`config.mk`:
```
export PLATFORM = sky130hd
export DESIGN_NAME = store_buffer_flat
export DESIGN_NICKNAME = d
export VERILOG_FILES = /design/src/rtl/store_buffer_pkg.sv /design/src/rtl/store_buffer_if.sv /design/src/rtl/store_buffer_sb_fifo_ram.sv /design/src/rtl/store_buffer.sv /design/src/flat_wrapper.sv
export SDC_FILE = /design/constraint.sdc
export NUM_CORES = 1
export LEC_CHECK = 0
export ABC_AREA = 1
export BUFFER_PORTS_ARGS = -buffer_cell sky130_fd_sc_hd__buf_4
export CELL_PAD_IN_SITES_DETAIL_PLACEMENT = 1
export CELL_PAD_IN_SITES_GLOBAL_PLACEMENT = 2
export CORE_ASPECT_RATIO = 0.5
export CORE_MARGIN = 1.5
export CORE_UTILIZATION = 39
export DETAILED_ROUTE_END_ITERATION = 12
export PLACE_DENSITY_LB_ADDON = 0.05
export SLEW_MARGIN = 20
export SYNTH_ARGS = -nofsm -noshare
export SYNTH_HDL_FRONTEND = slang
export SYNTH_SLANG_ARGS = --single-unit
```
`constraint.sdc`:
```
create_clock -name clk -period 10.6 [get_ports clk]
set_clock_uncertainty 0.15 [all_clocks]
set_input_delay 2.65 -clock clk [delete_from_list [all_inputs] [get_ports clk]]
set_output_delay 2.65 -clock clk [all_outputs]
set_load 0.01 [all_outputs]
```
`src/rtl/store_buffer_pkg.sv`:
```
// Shared memory-control encodings, alignment helpers and the store-buffer entry layout.
package store_buffer_pkg;

  typedef enum logic [3:0] {
    MEM_LW  = 4'd0,
    MEM_LB  = 4'd1,
    MEM_LH  = 4'd2,
    MEM_LBU = 4'd3,
    MEM_LHU = 4'd4,
    MEM_SW  = 4'd5,
    MEM_SH  = 4'd6,
    MEM_SB  = 4'd7
  } mem_ctrl_e;

  localparam logic [1:0] ALIGN_MASK_W = 2'b11;
  localparam logic [1:0] ALIGN_MASK_H = 2'b01;
  localparam logic [1:0] ALIGN_MASK_B = 2'b00;

  typedef struct packed {
    logic [31:0] addr;
    logic [31:0] data;
    logic [3:0]  ctrl;
  } sb_entry_t;

  function automatic logic is_store(input logic [3:0] ctrl);
    case (ctrl)
      MEM_SW, MEM_SH, MEM_SB: is_store = 1'b1;
      default:                is_store = 1'b0;
    endcase
  endfunction

  function automatic logic [1:0] align_mask(input logic [3:0] ctrl);
    case (ctrl)
      MEM_LW, MEM_SW:          align_mask = ALIGN_MASK_W;
      MEM_LH, MEM_LHU, MEM_SH: align_mask = ALIGN_MASK_H;
      default:                 align_mask = ALIGN_MASK_B;
    endcase
  endfunction

  function automatic logic is_aligned(input logic [3:0] ctrl, input logic [1:0] addr_lo);
    is_aligned = ((addr_lo & align_mask(ctrl)) == 2'b00);
  endfunction

endpackage

```
`src/rtl/store_buffer_if.sv`:
```
// Request-side and memory-side signals of the store buffer.
interface store_buffer_if #(parameter int PTR_W = 2);
  logic             req_valid;
  logic             req_we;
  logic [3:0]       req_ctrl;
  logic [31:0]      req_addr;
  logic [31:0]      req_wdata;
  logic             req_stall;
  logic             addr_err;
  logic [31:0]      load_data;
  logic [31:0]      mem_addr;
  logic [31:0]      mem_wdata;
  logic             mem_wr;
  logic [3:0]       mem_ctrl;
  logic [31:0]      mem_rdata;
  logic             buf_empty;
  logic [PTR_W:0]   buf_count;

  modport master (
    output req_valid, req_we, req_ctrl, req_addr, req_wdata, mem_rdata,
    input  req_stall, addr_err, load_data, mem_addr, mem_wdata, mem_wr, mem_ctrl,
           buf_empty, buf_count
  );

  modport slave (
    input  req_valid, req_we, req_ctrl, req_addr, req_wdata, mem_rdata,
    output req_stall, addr_err, load_data, mem_addr, mem_wdata, mem_wr, mem_ctrl,
           buf_empty, buf_count
  );
endinterface

```
`src/rtl/store_buffer_sb_fifo_ram.sv`:
```
// Entry storage for the store buffer: write at tail, read at head, and a
// per-entry word-address match vector used for load hazard detection.
module sb_fifo_ram
  import store_buffer_pkg::*;
#(
  parameter int DEPTH = 4,
  parameter int PTR_W = 2
) (
  input  logic             clk,
  input  logic             wr_en,
  input  logic [PTR_W-1:0] wr_ptr,
  input  sb_entry_t        wr_entry,
  input  logic [PTR_W-1:0] rd_ptr,
  output sb_entry_t        rd_entry,
  input  logic [29:0]      cmp_word,
  output logic [DEPTH-1:0] hit_vec
);

  sb_entry_t entry_r [DEPTH];

  // Capture the accepted store at the tail slot; contents need no reset.
  always_ff @(posedge clk) begin
    if (wr_en) begin
      entry_r[wr_ptr] <= wr_entry;
    end
  end

  assign rd_entry = entry_r[rd_ptr];

  // Word-granular compare of every slot; occupancy is masked by the caller.
  always_comb begin
    hit_vec = '0;
    for (int i = 0; i < DEPTH; i++) begin
      hit_vec[i] = (entry_r[i].addr[31:2] == cmp_word);
    end
  end

endmodule

```
`src/rtl/store_buffer.sv`:
```
// Posted-write buffer: stores queue and retire when the port is idle, loads
// use the port directly and stall while a pending store covers their word.
module store_buffer
  import store_buffer_pkg::*;
#(
  parameter int DEPTH = 4,
  parameter int PTR_W = 2
) (
  input  logic            clk,
  input  logic            rst,
  store_buffer_if.slave   bus
);

  localparam logic [PTR_W:0] DEPTH_C = (PTR_W+1)'(DEPTH);

  logic [PTR_W-1:0] head_r, tail_r;
  logic [PTR_W:0]   count_r;
  sb_entry_t        wr_entry_s, rd_entry_s;
  logic [DEPTH-1:0] hit_vec_s, occ_vec_s;
  logic             aligned_s, load_req_s, store_req_s, load_hit_s;
  logic             load_acc_s, drain_s, store_acc_s;
  logic [31:0]      mem_addr_s, mem_wdata_s;
  logic [3:0]       mem_ctrl_s;
  logic             mem_wr_s;

  assign wr_entry_s = '{addr: bus.req_addr, data: bus.req_wdata, ctrl: bus.req_ctrl};

  sb_fifo_ram #(.DEPTH(DEPTH), .PTR_W(PTR_W)) u_ram (
    .clk      (clk),
    .wr_en    (store_acc_s),
    .wr_ptr   (tail_r),
    .wr_entry (wr_entry_s),
    .rd_ptr   (head_r),
    .rd_entry (rd_entry_s),
    .cmp_word (bus.req_addr[31:2]),
    .hit_vec  (hit_vec_s)
  );

  // Slot i is occupied when its distance from head is below the count.
  always_comb begin
    logic [PTR_W-1:0] off_v;
    off_v     = '0;
    occ_vec_s = '0;
    for (int i = 0; i < DEPTH; i++) begin
      off_v        = PTR_W'(i) - head_r;
      occ_vec_s[i] = ({1'b0, off_v} < count_r);
    end
  end

  assign aligned_s   = is_aligned(bus.req_ctrl, bus.req_addr[1:0]);
  assign load_req_s  = bus.req_valid && aligned_s && !bus.req_we;
  assign store_req_s = bus.req_valid && aligned_s && bus.req_we;
  assign load_hit_s  = |(hit_vec_s & occ_vec_s);
  assign load_acc_s  = load_req_s && !load_hit_s;
  assign drain_s     = !load_acc_s && (count_r != '0);
  assign store_acc_s = store_req_s && ((count_r < DEPTH_C) || drain_s);

  // Single memory port: accepted load first, then head drain, else idle.
  always_comb begin
    mem_addr_s  = bus.req_addr;
    mem_wdata_s = bus.req_wdata;
    mem_ctrl_s  = bus.req_ctrl;
    mem_wr_s    = 1'b0;
    if (load_acc_s) begin
      mem_addr_s = bus.req_addr;
      mem_ctrl_s = bus.req_ctrl;
    end else if (drain_s) begin
      mem_addr_s  = rd_entry_s.addr;
      mem_wdata_s = rd_entry_s.data;
      mem_ctrl_s  = rd_entry_s.ctrl;
      mem_wr_s    = 1'b1;
    end else begin
      mem_wr_s = 1'b0;
    end
  end

  // Pointer and occupancy bookkeeping; a reset drops any pending stores.
  always_ff @(posedge clk or posedge rst) begin
    if (rst) begin
      head_r  <= '0;
      tail_r  <= '0;
      count_r <= '0;
    end else begin
      if (drain_s) begin
        head_r <= head_r + PTR_W'(1);
      end
      if (store_acc_s) begin
        tail_r <= tail_r + PTR_W'(1);
      end
      case ({store_acc_s, drain_s})
        2'b10:   count_r <= count_r + (PTR_W+1)'(1);
        2'b01:   count_r <= count_r - (PTR_W+1)'(1);
        default: count_r <= count_r;
      endcase
    end
  end

  assign bus.req_stall = (load_req_s && load_hit_s) || (store_req_s && !store_acc_s);
  assign bus.addr_err  = bus.req_valid && !aligned_s;
  assign bus.load_data = bus.mem_rdata;
  assign bus.mem_addr  = mem_addr_s;
  assign bus.mem_wdata = mem_wdata_s;
  assign bus.mem_ctrl  = mem_ctrl_s;
  assign bus.mem_wr    = mem_wr_s;
  assign bus.buf_empty = (count_r == '0);
  assign bus.buf_count = count_r;

endmodule
```
`src/flat_wrapper.sv`:
```
// flat-port wrapper written by rule: the top's interface ports become plain ports
module store_buffer_flat import store_buffer_pkg::*;
#(
  parameter int DEPTH = 4,
  parameter int PTR_W = 2
)
  (clk, rst, bus_req_valid, bus_req_we, bus_req_ctrl, bus_req_addr, bus_req_wdata, bus_mem_rdata, bus_req_stall, bus_addr_err, bus_load_data, bus_mem_addr, bus_mem_wdata, bus_mem_wr, bus_mem_ctrl, bus_buf_empty, bus_buf_count);
  store_buffer_if #(.PTR_W(PTR_W)) bus_i ();
  input  logic clk;
  input  logic rst;
  input wire logic [$bits(bus_i.req_valid)-1:0] bus_req_valid;
  input wire logic [$bits(bus_i.req_we)-1:0] bus_req_we;
  input wire logic [$bits(bus_i.req_ctrl)-1:0] bus_req_ctrl;
  input wire logic [$bits(bus_i.req_addr)-1:0] bus_req_addr;
  input wire logic [$bits(bus_i.req_wdata)-1:0] bus_req_wdata;
  input wire logic [$bits(bus_i.mem_rdata)-1:0] bus_mem_rdata;
  output wire logic [$bits(bus_i.req_stall)-1:0] bus_req_stall;
  output wire logic [$bits(bus_i.addr_err)-1:0] bus_addr_err;
  output wire logic [$bits(bus_i.load_data)-1:0] bus_load_data;
  output wire logic [$bits(bus_i.mem_addr)-1:0] bus_mem_addr;
  output wire logic [$bits(bus_i.mem_wdata)-1:0] bus_mem_wdata;
  output wire logic [$bits(bus_i.mem_wr)-1:0] bus_mem_wr;
  output wire logic [$bits(bus_i.mem_ctrl)-1:0] bus_mem_ctrl;
  output wire logic [$bits(bus_i.buf_empty)-1:0] bus_buf_empty;
  output wire logic [$bits(bus_i.buf_count)-1:0] bus_buf_count;
  assign bus_i.req_valid = bus_req_valid;
  assign bus_i.req_we = bus_req_we;
  assign bus_i.req_ctrl = bus_req_ctrl;
  assign bus_i.req_addr = bus_req_addr;
  assign bus_i.req_wdata = bus_req_wdata;
  assign bus_i.mem_rdata = bus_mem_rdata;
  assign bus_req_stall = bus_i.req_stall;
  assign bus_addr_err = bus_i.addr_err;
  assign bus_load_data = bus_i.load_data;
  assign bus_mem_addr = bus_i.mem_addr;
  assign bus_mem_wdata = bus_i.mem_wdata;
  assign bus_mem_wr = bus_i.mem_wr;
  assign bus_mem_ctrl = bus_i.mem_ctrl;
  assign bus_buf_empty = bus_i.buf_empty;
  assign bus_buf_count = bus_i.buf_count;
  store_buffer #(.DEPTH(DEPTH), .PTR_W(PTR_W)) u_core (.clk(clk), .rst(rst), .bus(bus_i));
endmodule
```
==> results.sh, run 1 <==
export IMPL_clk_latency_ns=0.56
export IMPL_fin_setup_tns_ns=0
export IMPL_finalInstanceArea_sq_um=15700
export IMPL_cts_sinks=279
export IMPL_routabilityCongestion=0.791
export IMPL_register_area_sq_um=8340
export IMPL_vias=9670
export IMPL_core_area_sq_um=33600
export IMPL_seq_area_frac_synth=0.618
export IMPL_hold_buffers=0
export IMPL_outcome="finished clean"
export IMPL_r2r_cells=24
export IMPL_multi_input_area_sq_um=4200
export IMPL_drt_iter0_drc=631
export IMPL_async_reset_ff_frac=0.0251
export IMPL_end_kind="output port"
export IMPL_cts_tree="done"
export IMPL_timing_fmax_mhz=127
export IMPL_synth_fp_nets=1408
export IMPL_cp_start_kind="input port"
export IMPL_yosysUniqueCellTypes=34
export IMPL_port_buffers=146
export IMPL_finalHoldViolations=0
export IMPL_p_per_area_nw_per_um2=256
export IMPL_synthesis_area_sq_um=13500
export IMPL_drive_gt1_frac=0.157
export IMPL_final_cells=1861
export IMPL_ctsResizeCount=0
export IMPL_post_cts_buffers=0
export IMPL_crit_type="in2out"
export IMPL_hold_slack_ns=0.453
export IMPL_min_path_cells=2
export IMPL_syn_to_final_growth_pct=16.1
export IMPL_drc_errors=0
export IMPL_final_cell_mix="nand2_1, edfxtp_1, nand3_1, buf_4, inv_1"
export IMPL_ant_nets=0
export IMPL_syn_avg_cell_area_sq_um=10.4
export IMPL_grt_max_degree=72
export IMPL_final_common_cell="nand2_1"
export IMPL_htreeDepth=1
export IMPL_post_route_util=0.466
export IMPL_dpl_cell_area_sq_um=14700
export IMPL_grt_overflow=0
export IMPL_cts_buffers=27
export IMPL_ys_warnings_count=0
export IMPL_peakVddDrop_mv=0.127
export IMPL_finalCritPeriodShare=0.740
export IMPL_synthFlopType="edfxtp_1"
export IMPL_num_io_pins=211
export IMPL_arrival_ns=5.05
export IMPL_worst_slew_pin_slew_ns=1.07
export IMPL_grt_antenna_before_repair=0
export IMPL_min_path_type="reg2reg"
export IMPL_drtPass1Iterations=5
export IMPL_start_util=0.402
export IMPL_max_cap_violations=0
export IMPL_grt_use_total=0.223
export IMPL_clock_root_buffer="clkbuf_16"
export IMPL_cts_clk_slew_worst_paths_ns=0.06
export IMPL_cp_max_fo=70
export IMPL_routed_via_density=5.20
export IMPL_grt_first_pass_wirelength_um=60600
export IMPL_setup_violations=0
export IMPL_p_leak_uw=0.00621
export IMPL_first_global_vias=10169
export IMPL_synth_edf_count=272
export IMPL_antenna_diode_count=0
export IMPL_routed_wl_um=39700
export IMPL_layout_min_cycle_time_ns=7.85
export IMPL_clk_path_buf_depth=3
export IMPL_num_rows=47
export IMPL_rsz0062_at_grt="false"
export IMPL_drt_wirelength_per_cell_um=21.3
export IMPL_die_w_um=266
export IMPL_synth_seq_cells=279
export IMPL_slew_headroom=0.287
export IMPL_drv_slew=0
export IMPL_dieArea_sq_um=35800
export IMPL_required_ns=7.80
export IMPL_fin_nets=1489
export IMPL_place_inst=1811
export IMPL_die_y_um=135
export IMPL_syn_inst=1294
export IMPL_dp_final_hpwl_um=23600
export IMPL_fill_cells=3668
## worst max-delay path: stages
cell and delay, ns:
buf_4 0.17, inv_1 0.07, nand2_1 0.06, nand2_1 0.05
nor2_1 0.25, nand3_1 0.11, nor2_1 0.17, nand3_1 0.09
nand2_1 0.07, inv_1 0.07, nand3_4 0.07, buf_4 0.72
nand3_1 0.21, nand2_1 0.13, buf_4 0.12
## power by group
part	leakage (uW)	internal, uW	switching (uW)
Sequential	0.00255	1320	47.1
Combinational	0.00321	592	1010
Clock	0.000455	597	443
## path summary, 6_finish.rpt
kind	startpoint	end	slack, ns
max in group asynchronous	rst	u_core.head_r[1]$_DFFE_PP0N_	8.17
max	bus_req_addr[26]	bus_mem_addr[3]	2.75
min reg2reg	u_core.bus.buf_count[1]$_DFFE_PP0P_	u_core.bus.buf_count[1]$_DFFE_PP0P_	0.45
max reg2reg	u_core.head_r[1]$_DFFE_PP0N_	u_core.bus.buf_count[2]$_DFFE_PP0P_	5.52
min in group asynchronous	rst	u_core.head_r[1]$_DFFE_PP0N_	1.89
min	u_core.bus.buf_count[1]$_DFFE_PP0P_	u_core.bus.buf_count[1]$_DFFE_PP0P_	0.45
## registers in the layout (all words and copies together), names as in the netlist
signal	flops
u_core.bus.buf_count	3
u_core.head_r	2
u_core.u_ram.entry_r	272
u_core.tail_r	2
## synth_stat cells (3+ instances only)
library cell  instances  area (sq um)
inv_1                94           353
nand2_1             363          1360
o21ai_0               5          25.0
ha_1                  9           113
xnor2_1              54           473
buf_4                32           240
buf_6                 7          78.8
nand4_1               6          37.5
xor2_1               19           166
o221ai_1             16           140
a21oi_1               5          25.0
nor2_1               64           240
o21ai_1               3          15.0
dfrtp_1               7           175
a22oi_1              68           510
clkbuf_1             32           120
o211ai_1              9          67.6
nand3_1             175           876
clkbuf_2             11          55.1
edfxtp_1            272          8170
inv_2                 3          11.3
buf_2                28           140
## metal layers
| metal | up-vias | routed length, um | track usage |
|---|---|---|---|
| li1 | 4570 | - | - |
| met1 | 4859 | 17900 | 0.298 |
| met2 | 168 | 19400 | 0.388 |
| met3 | 73 | 1590 | 0.0328 |
| met4 | 0 | 771 | 0.0505 |
| met5 | - | 0 | 0 |
## cells by family (layout without fill, tap and decap cells)
| kind of cell | count (synthesis) | count (layout) | synth area share |
|---|---|---|---|
| compound gates | 108 | 108 | 0.0592 |
| xor+xnor | 73 | 73 | 0.0474 |
| fa+ha+maj | 10 | 10 | 0.00983 |
| buf+inv | 208 | 310 | 0.0743 |
| flops | 279 | 279 | 0.618 |
| simple gates | 616 | 616 | 0.191 |
## final cells by class
type	count	share of cell area
Sequential cell	279	0.533
Multi-Input combinational cell	807	0.268
Timing Repair Buffer	163	0.0789
Clock buffer	31	0.0441
Clock inverter	19	0.0157
Tap cell	465	0.0371
Inverter	97	0.0232
## through the flow
stage               total power [uW]  setup slack, ns
CTS                             4060             2.72
floorplan                       2320             3.84
detailed placement              3010             2.73
finish                          4010             2.75
global route                    4240             2.42
global placement                2990             2.69
No activity file was read; power rests on OpenSTA's default activity.
==> run 2: changes to the inputs <==
--- a/config.mk
+++ b/config.mk
@@ -5,13 +5,13 @@
 export SDC_FILE = /design/constraint.sdc
 export NUM_CORES = 1
 export LEC_CHECK = 0
-export ABC_AREA = 1
+export ABC_AREA = 0
 export BUFFER_PORTS_ARGS = -buffer_cell sky130_fd_sc_hd__buf_4
 export CELL_PAD_IN_SITES_DETAIL_PLACEMENT = 1
 export CELL_PAD_IN_SITES_GLOBAL_PLACEMENT = 2
 export CORE_ASPECT_RATIO = 0.5
 export CORE_MARGIN = 1.5
-export CORE_UTILIZATION = 39
+export CORE_UTILIZATION = 38
 export DETAILED_ROUTE_END_ITERATION = 12
 export PLACE_DENSITY_LB_ADDON = 0.05
 export SLEW_MARGIN = 20
==> constraint.sdc (replaced) <==
create_clock -name clk -period 6.7 [get_ports clk]
set_clock_uncertainty 0.15 [all_clocks]
set_input_delay 1.675 -clock clk [delete_from_list [all_inputs] [get_ports clk]]
set_output_delay 1.675 -clock clk [all_outputs]
set_load 0.01 [all_outputs]
==> run 2 against run 1 <==
Compared with the run above: combinational power grew 34%; hold slack gained 0.022 ns; core utilization shrank 2.0 points; non-clock buffer count shrank 2; worst setup slack lost 2.3 ns; via count shrank 32%; sequential cell count is the same; routed wire length shrank 19%; critical path depth shrank 5.
==> results.sh, run 2 <==
export IMPL_synthFlopType="edfxtp_1"
export IMPL_multi_input_area_sq_um=4290
export IMPL_drt_wirelength_per_cell_um=24.2
export IMPL_routabilityCongestion=0.753
export IMPL_cp_start_kind="input port"
export IMPL_synth_simple_area_share=0.0242
export IMPL_finalCritPeriodShare=0.927
export IMPL_synth_edf_count=272
export IMPL_drt_iter0_drc=349
export IMPL_register_area_sq_um=8350
export IMPL_num_rows=48
export IMPL_synthesis_area_sq_um=13300
export IMPL_seq_area_frac_synth=0.625
export IMPL_vias=6599
export IMPL_grt_first_pass_wirelength_um=47700
export IMPL_min_path_type="reg2reg"
export IMPL_synth_top_area_cell="edfxtp_1"
export IMPL_synth_seq_cells=279
export IMPL_fin_setup_tns_ns=0
export IMPL_grt_max_degree=55
export IMPL_cts_tree="done"
export IMPL_outcome="finished clean"
export IMPL_crit_slowest_cell="nor4_1"
export IMPL_drc_errors=0
export IMPL_p_total_uw=5920
export IMPL_core_area_sq_um=34500
export IMPL_synthTopCellsByCount="edfxtp_1, xor2_1, mux2_4, mux4_2, buf_4"
export IMPL_synth_top_cell_area_share=0.612
export IMPL_die_w_um=268
export IMPL_cts_clk_slew_worst_paths_ns=0.06
export IMPL_required_ns=4.88
export IMPL_synth_fa_ha_area_frac=0.00994
export IMPL_clk_path_buf_depth=3
export IMPL_synth_mux_area_frac=0.192
export IMPL_setup_violations=0
export IMPL_fin_nets=941
export IMPL_synth_compound_area_frac=0.0107
export IMPL_clk_latency_ns=0.56
export IMPL_drtPass1Iterations=4
export IMPL_rrSetupSlack_ns=3.14
export IMPL_p_leak_uw=0.00555
export IMPL_worst_slew_pin_slew_ns=0.956
export IMPL_ys_warnings_count=0
export IMPL_dieArea_sq_um=36300
export IMPL_syn_to_final_growth_pct=15.6
export IMPL_place_inst=1272
export IMPL_rsz0062_at_grt="false"
export IMPL_cp_top_family="simple AND/OR/NAND/NOR gates"
export IMPL_drv_slew=0
export IMPL_finalInstanceArea_sq_um=15400
export IMPL_timing_fmax_mhz=161
export IMPL_hold_buffers=0
export IMPL_p_per_area_nw_per_um2=383
export IMPL_path_buf_inv=3
export IMPL_worst_path_most_repeated_cell="buf_4"
export IMPL_largest_reg_flops=272
export IMPL_slew_headroom=0.363
export IMPL_max_stage_delay_ns=0.51
export IMPL_post_cts_buffers=0
export IMPL_crit_type="in2out"
export IMPL_syn_inst=723
export IMPL_finalHoldViolations=0
export IMPL_ant_nets=0
export IMPL_dpl_cell_area_sq_um=14500
export IMPL_clock_root_buffer="clkbuf_16"
export IMPL_dp_final_hpwl_um=20300
export IMPL_routed_wl_um=32000
export IMPL_final_cells=1324
export IMPL_grt_antenna_before_repair=0
export IMPL_cts_buffers=28
export IMPL_max_cap_violations=0
export IMPL_final_cell_mix="edfxtp_1, buf_4, xor2_1, mux4_2, mux2_4"
export IMPL_routed_via_density=4.98
export IMPL_fill_cells=3323
export IMPL_yosys_top_cells_area="edfxtp_1, mux4_2, mux2_4"
export IMPL_synthXorXnorAreaFrac=0.0840
export IMPL_die_y_um=136
export IMPL_regMostFlops="u_core.u_ram.entry_r"
export IMPL_antenna_diode_count=0
export IMPL_first_global_vias=7229
export IMPL_htreeDepth=1
export IMPL_async_reset_ff_frac=0.0251
export IMPL_hold_slack_ns=0.475
export IMPL_yosysUniqueCellTypes=36
export IMPL_grt_use_total=0.180
export IMPL_cts_sinks=279
export IMPL_grt_overflow=0
export IMPL_ctsResizeCount=0
export IMPL_num_io_pins=211
export IMPL_arrival_ns=4.39
export IMPL_start_util=0.386
export IMPL_port_buffers=146
export IMPL_final_common_cell="edfxtp_1"
export IMPL_layout_min_cycle_time_ns=6.21
export IMPL_end_kind="output port"
export IMPL_synth_fp_nets=837
export IMPL_synth_top_family_by_area="multiplexers"
export IMPL_syn_avg_cell_area_sq_um=18.5
export IMPL_drive_gt1_frac=0.416
export IMPL_path_cells="buf_4, xor2_1, nor4_1, nand3_1, a2111oi_1, nor4_2, a21oi_4, buf_12, mux2_4, buf_4"
export IMPL_synthMostInstantiatedCell="edfxtp_1"
export IMPL_cp_max_fo=25
export IMPL_peakVddDrop_mv=0.179
## run 2: area by class of cell
type	instances	area share
clock inverters	11	0.00414
multi-input cells	340	0.278
repair buffers	161	0.0808
clock buffers	41	0.0531
inverters	17	0.00414
flip-flops and latches	279	0.541
well taps	475	0.0385
## run 2: final timing paths
path | start | endpoint | cells after the start
min reg2reg | u_core.bus.buf_count[0]$_DFFE_PP0P_ | u_core.bus.buf_count[0]$_DFFE_PP0P_ | 1
min | u_core.bus.buf_count[0]$_DFFE_PP0P_ | u_core.bus.buf_count[0]$_DFFE_PP0P_ | 1
max reg2reg | u_core.head_r[0]$_DFFE_PP0N_ | u_core.bus.buf_count[2]$_DFFE_PP0P_ | 13
min in group asynchronous | rst | u_core.tail_r[1]$_DFFE_PP0P_ | 2
max | bus_req_addr[24] | bus_mem_wdata[14] | 10
max in group asynchronous | rst | u_core.head_r[0]$_DFFE_PP0N_ | 2
## run 2: metrics by stage
| step | utilization | setup WS, ns |
|---|---|---|
| 2_1_floorplan | - | 1.09 |
| 3_3_place_gp | 0.421 | 0.530 |
| 3_5_place_dp | 0.421 | 0.516 |
| 4_1_cts | 0.447 | 0.513 |
| 6_report | 0.447 | 0.486 |
| 5_1_grt | 0.447 | 0.382 |
## run 2: cells by family (layout without fill, tap and decap cells)
family / count (synthesis) / after routing
simple gates: 49 / 49
xor+xnor: 128 / 128
buf+inv: 104 / 230
compound gates: 16 / 16
flops: 279 / 279
fa+ha+maj: 10 / 10
mux: 137 / 137
## run 2: where the power goes
part           internal [uW]  total, uW  switching (uW)
clock                    847       1520             671
combinational           1200       2150             951
sequential              2090       2250             156
total                   4140       5920            1780
## run 2: metal layers
metal / GRT usage / part of all wire / vias up
met5: 0 / 0 / -
met4: 0.0304 / 0.013 / 0
met1: 0.253 / 0.47 / 3502
li1: - / - / 2963
met3: 0.0296 / 0.029 / 36
met2: 0.300 / 0.49 / 98
==> run 3: changes to the inputs <==
--- a/config.mk
+++ b/config.mk
@@ -5,13 +5,13 @@
 export SDC_FILE = /design/constraint.sdc
 export NUM_CORES = 1
 export LEC_CHECK = 0
-export ABC_AREA = 0
+export ABC_AREA = 1
 export BUFFER_PORTS_ARGS = -buffer_cell sky130_fd_sc_hd__buf_4
 export CELL_PAD_IN_SITES_DETAIL_PLACEMENT = 1
 export CELL_PAD_IN_SITES_GLOBAL_PLACEMENT = 2
 export CORE_ASPECT_RATIO = 0.5
 export CORE_MARGIN = 1.5
-export CORE_UTILIZATION = 38
+export CORE_UTILIZATION = 33
 export DETAILED_ROUTE_END_ITERATION = 12
 export PLACE_DENSITY_LB_ADDON = 0.05
 export SLEW_MARGIN = 20
==> run 3 against run 2 <==
Compared with the run above: the run now ends with DRC left; routed wire length is 31% higher; sequential power down 4%; via count is 46% higher; critical path depth is 3 higher; total power up 6.3%; register-to-register slack got worse by 0.61 ns; combinational power rose by 21%; cell area up 2.1%; sequential cell count stayed put; global-route usage up 2.0 points; largest power group is now combinational logic.
==> results.sh, run 3 (same netlist as run 1, synthesis figures left out) <==
export IMPL_drtPass1Iterations=13
export IMPL_grt_first_pass_wirelength_um=63500
export IMPL_peakVddDrop_mv=0.223
export IMPL_htreeDepth=1
export IMPL_path_cells="buf_4, inv_1, nor2_1, nor3b_1, o21ai_1, nand2_1, nor2_1, nand3_4, nand2_4, buf_12, nand2_1, nand2_1, buf_4"
export IMPL_cts_sinks=279
export IMPL_register_area_sq_um=8340
export IMPL_routabilityCongestion=0.768
export IMPL_clock_root_buffer="clkbuf_16"
export IMPL_worst_slack_ns=0.765
export IMPL_slew_headroom=0.276
export IMPL_max_stage_delay_ns=0.55
export IMPL_vias=9661
export IMPL_min_path_type="reg2reg"
export IMPL_dpl_cell_area_sq_um=14900
export IMPL_port_buffers=146
export IMPL_routed_via_density=4.97
export IMPL_syn_to_final_growth_pct=16.8
export IMPL_cp_start_kind="input port"
export IMPL_grt_use_total=0.200
export IMPL_post_cts_buffers=0
export IMPL_dieArea_sq_um=42200
export IMPL_num_io_pins=211
export IMPL_fill_cells=4470
export IMPL_required_ns=4.88
export IMPL_path_buf_inv=4
export IMPL_finalCritPeriodShare=0.886
export IMPL_hold_buffers=0
export IMPL_drt_wirelength_per_cell_um=21.7
export IMPL_crit_type="in2out"
export IMPL_rsz0062_at_grt="false"
export IMPL_regMostFlops="u_core.u_ram.entry_r"
export IMPL_cts_tree="done"
export IMPL_first_global_vias=10245
export IMPL_hold_slack_ns=0.425
export IMPL_finalInstanceArea_sq_um=15800
export IMPL_intPower_uw=3880
export IMPL_max_cap_violations=0
export IMPL_drv_slew=0
export IMPL_crit_slowest_cell="nand2_4"
export IMPL_clk_latency_ns=0.57
export IMPL_setup_violations=0
export IMPL_end_kind="output port"
export IMPL_timing_fmax_mhz=168
export IMPL_dp_final_hpwl_um=25900
export IMPL_fin_nets=1496
export IMPL_worst_path_most_repeated_cell="nand2_1"
export IMPL_power_frac_seq=0.344
export IMPL_cp_max_fo=44
export IMPL_worst_slew_pin_slew_ns=1.09
export IMPL_p_sw_frac=0.383
export IMPL_final_cell_mix="nand2_1, edfxtp_1, nand3_1, buf_4, inv_1"
export IMPL_post_route_util=0.391
export IMPL_layout_min_cycle_time_ns=5.94
export IMPL_finalHoldViolations=0
export IMPL_grt_antenna_before_repair=0
export IMPL_outcome="finished with violations"
export IMPL_grt_max_degree=69
export IMPL_arrival_ns=4.11
export IMPL_drc_errors=12
export IMPL_cts_clk_slew_worst_paths_ns=0.07
export IMPL_violations="DRC"
export IMPL_p_clk_frac=0.242
export IMPL_grt_overflow=0
export IMPL_p_comb_frac=0.414
export IMPL_largest_reg_flops=272
export IMPL_num_rows=52
export IMPL_cp_top_family="simple AND/OR/NAND/NOR gates"
export IMPL_die_w_um=289
export IMPL_routed_wl_um=42100
export IMPL_p_per_area_nw_per_um2=399
export IMPL_clk_path_buf_depth=3
export IMPL_drt_iter0_drc=547
export IMPL_final_common_cell="nand2_1"
export IMPL_pre_cts_ws_ns=0.649
export IMPL_cts_buffers=28
export IMPL_antenna_diode_count=0
export IMPL_multi_input_area_sq_um=4200
export IMPL_ctsResizeCount=0
export IMPL_p_leak_uw=0.00622
export IMPL_core_area_sq_um=40300
export IMPL_netSwitchingPower_uw=2410
export IMPL_drive_gt1_frac=0.158
export IMPL_die_y_um=146
export IMPL_ant_nets=0
export IMPL_start_util=0.334
export IMPL_fin_setup_tns_ns=0
[run 3: cell types whose count changed in the layout (fill, tap and decap cells not counted), moves of 68 or more]
| cell | before | now |
|---|---|---|
| mux4_2 | 68 | 0 |
| nand3_1 | 4 | 175 |
| mux2_4 | 68 | 0 |
| inv_1 | 17 | 94 |
| nand2_1 | 1 | 363 |
| xor2_1 | 111 | 19 |
[run 3: final cells by class]
cell class	instances	area share
multi-input cells	807	0.266
flip-flops and latches	279	0.530
inverters	97	0.0231
repair buffers	169	0.0837
well taps	540	0.0429
clock inverters	14	0.00667
clock buffers	36	0.0476
[run 3: through the flow]
step	power [uW]	cells
detailed placement	4850	1892
global route	6660	1942
finish	6290	1942
floorplan	3670	1294
CTS	6400	1942
global placement	4830	1892
[run 3: final timing paths]
check	depth (start not counted)	startpoint	to	slack [ns]
max	13	bus_req_ctrl[2]	bus_mem_wdata[23]	0.76
min	2	u_core.bus.buf_count[1]$_DFFE_PP0P_	u_core.bus.buf_count[1]$_DFFE_PP0P_	0.43
min reg2reg	2	u_core.bus.buf_count[1]$_DFFE_PP0P_	u_core.bus.buf_count[1]$_DFFE_PP0P_	0.43
max reg2reg	22	u_core.head_r[1]$_DFFE_PP0N_	u_core.bus.buf_count[2]$_DFFE_PP0P_	2.53
max in group asynchronous	2	rst	u_core.head_r[1]$_DFFE_PP0N_	5.23
min in group asynchronous	2	rst	u_core.tail_r[1]$_DFFE_PP0P_	0.90
[run 3: power groups by stage]
stage               Clock, uW  Sequential, uW  Combinational (uW)
finish                   1520            2160                2600
global route             1630            2180                2860
CTS                      1560            2160                2670
detailed placement          0            2200                2650
global placement            0            2190                2640
floorplan                   0            2190                1480
[run 3: routing by layer]
layer	vias to the layer above	part of all wire	track usage
li1	4580	-	-
met1	4862	0.48	0.286
met2	172	0.47	0.328
met3	47	0.034	0.0262
met4	0	0.014	0.0333
met5	-	0	0
[run 3: worst register-to-register path: stages (launching register included)]
cell and delay (ns):
dfrtp_2 0.35, buf_4 0.40, nor2_4 0.05, or2_2 0.32, inv_1 0.10, ha_1 0.23, nand2_1 0.08, nand2_1 0.05
nand2_1 0.08, nand3_1 0.11, nor2_1 0.19, nand3_1 0.12, nand2_1 0.08, inv_1 0.07, nand3_4 0.08, nand2_4 0.39
inv_1 0.19, ha_1 0.16, inv_1 0.07, fa_1 0.38, a21oi_1 0.14, o21ai_0 0.12, xor2_1 0.16
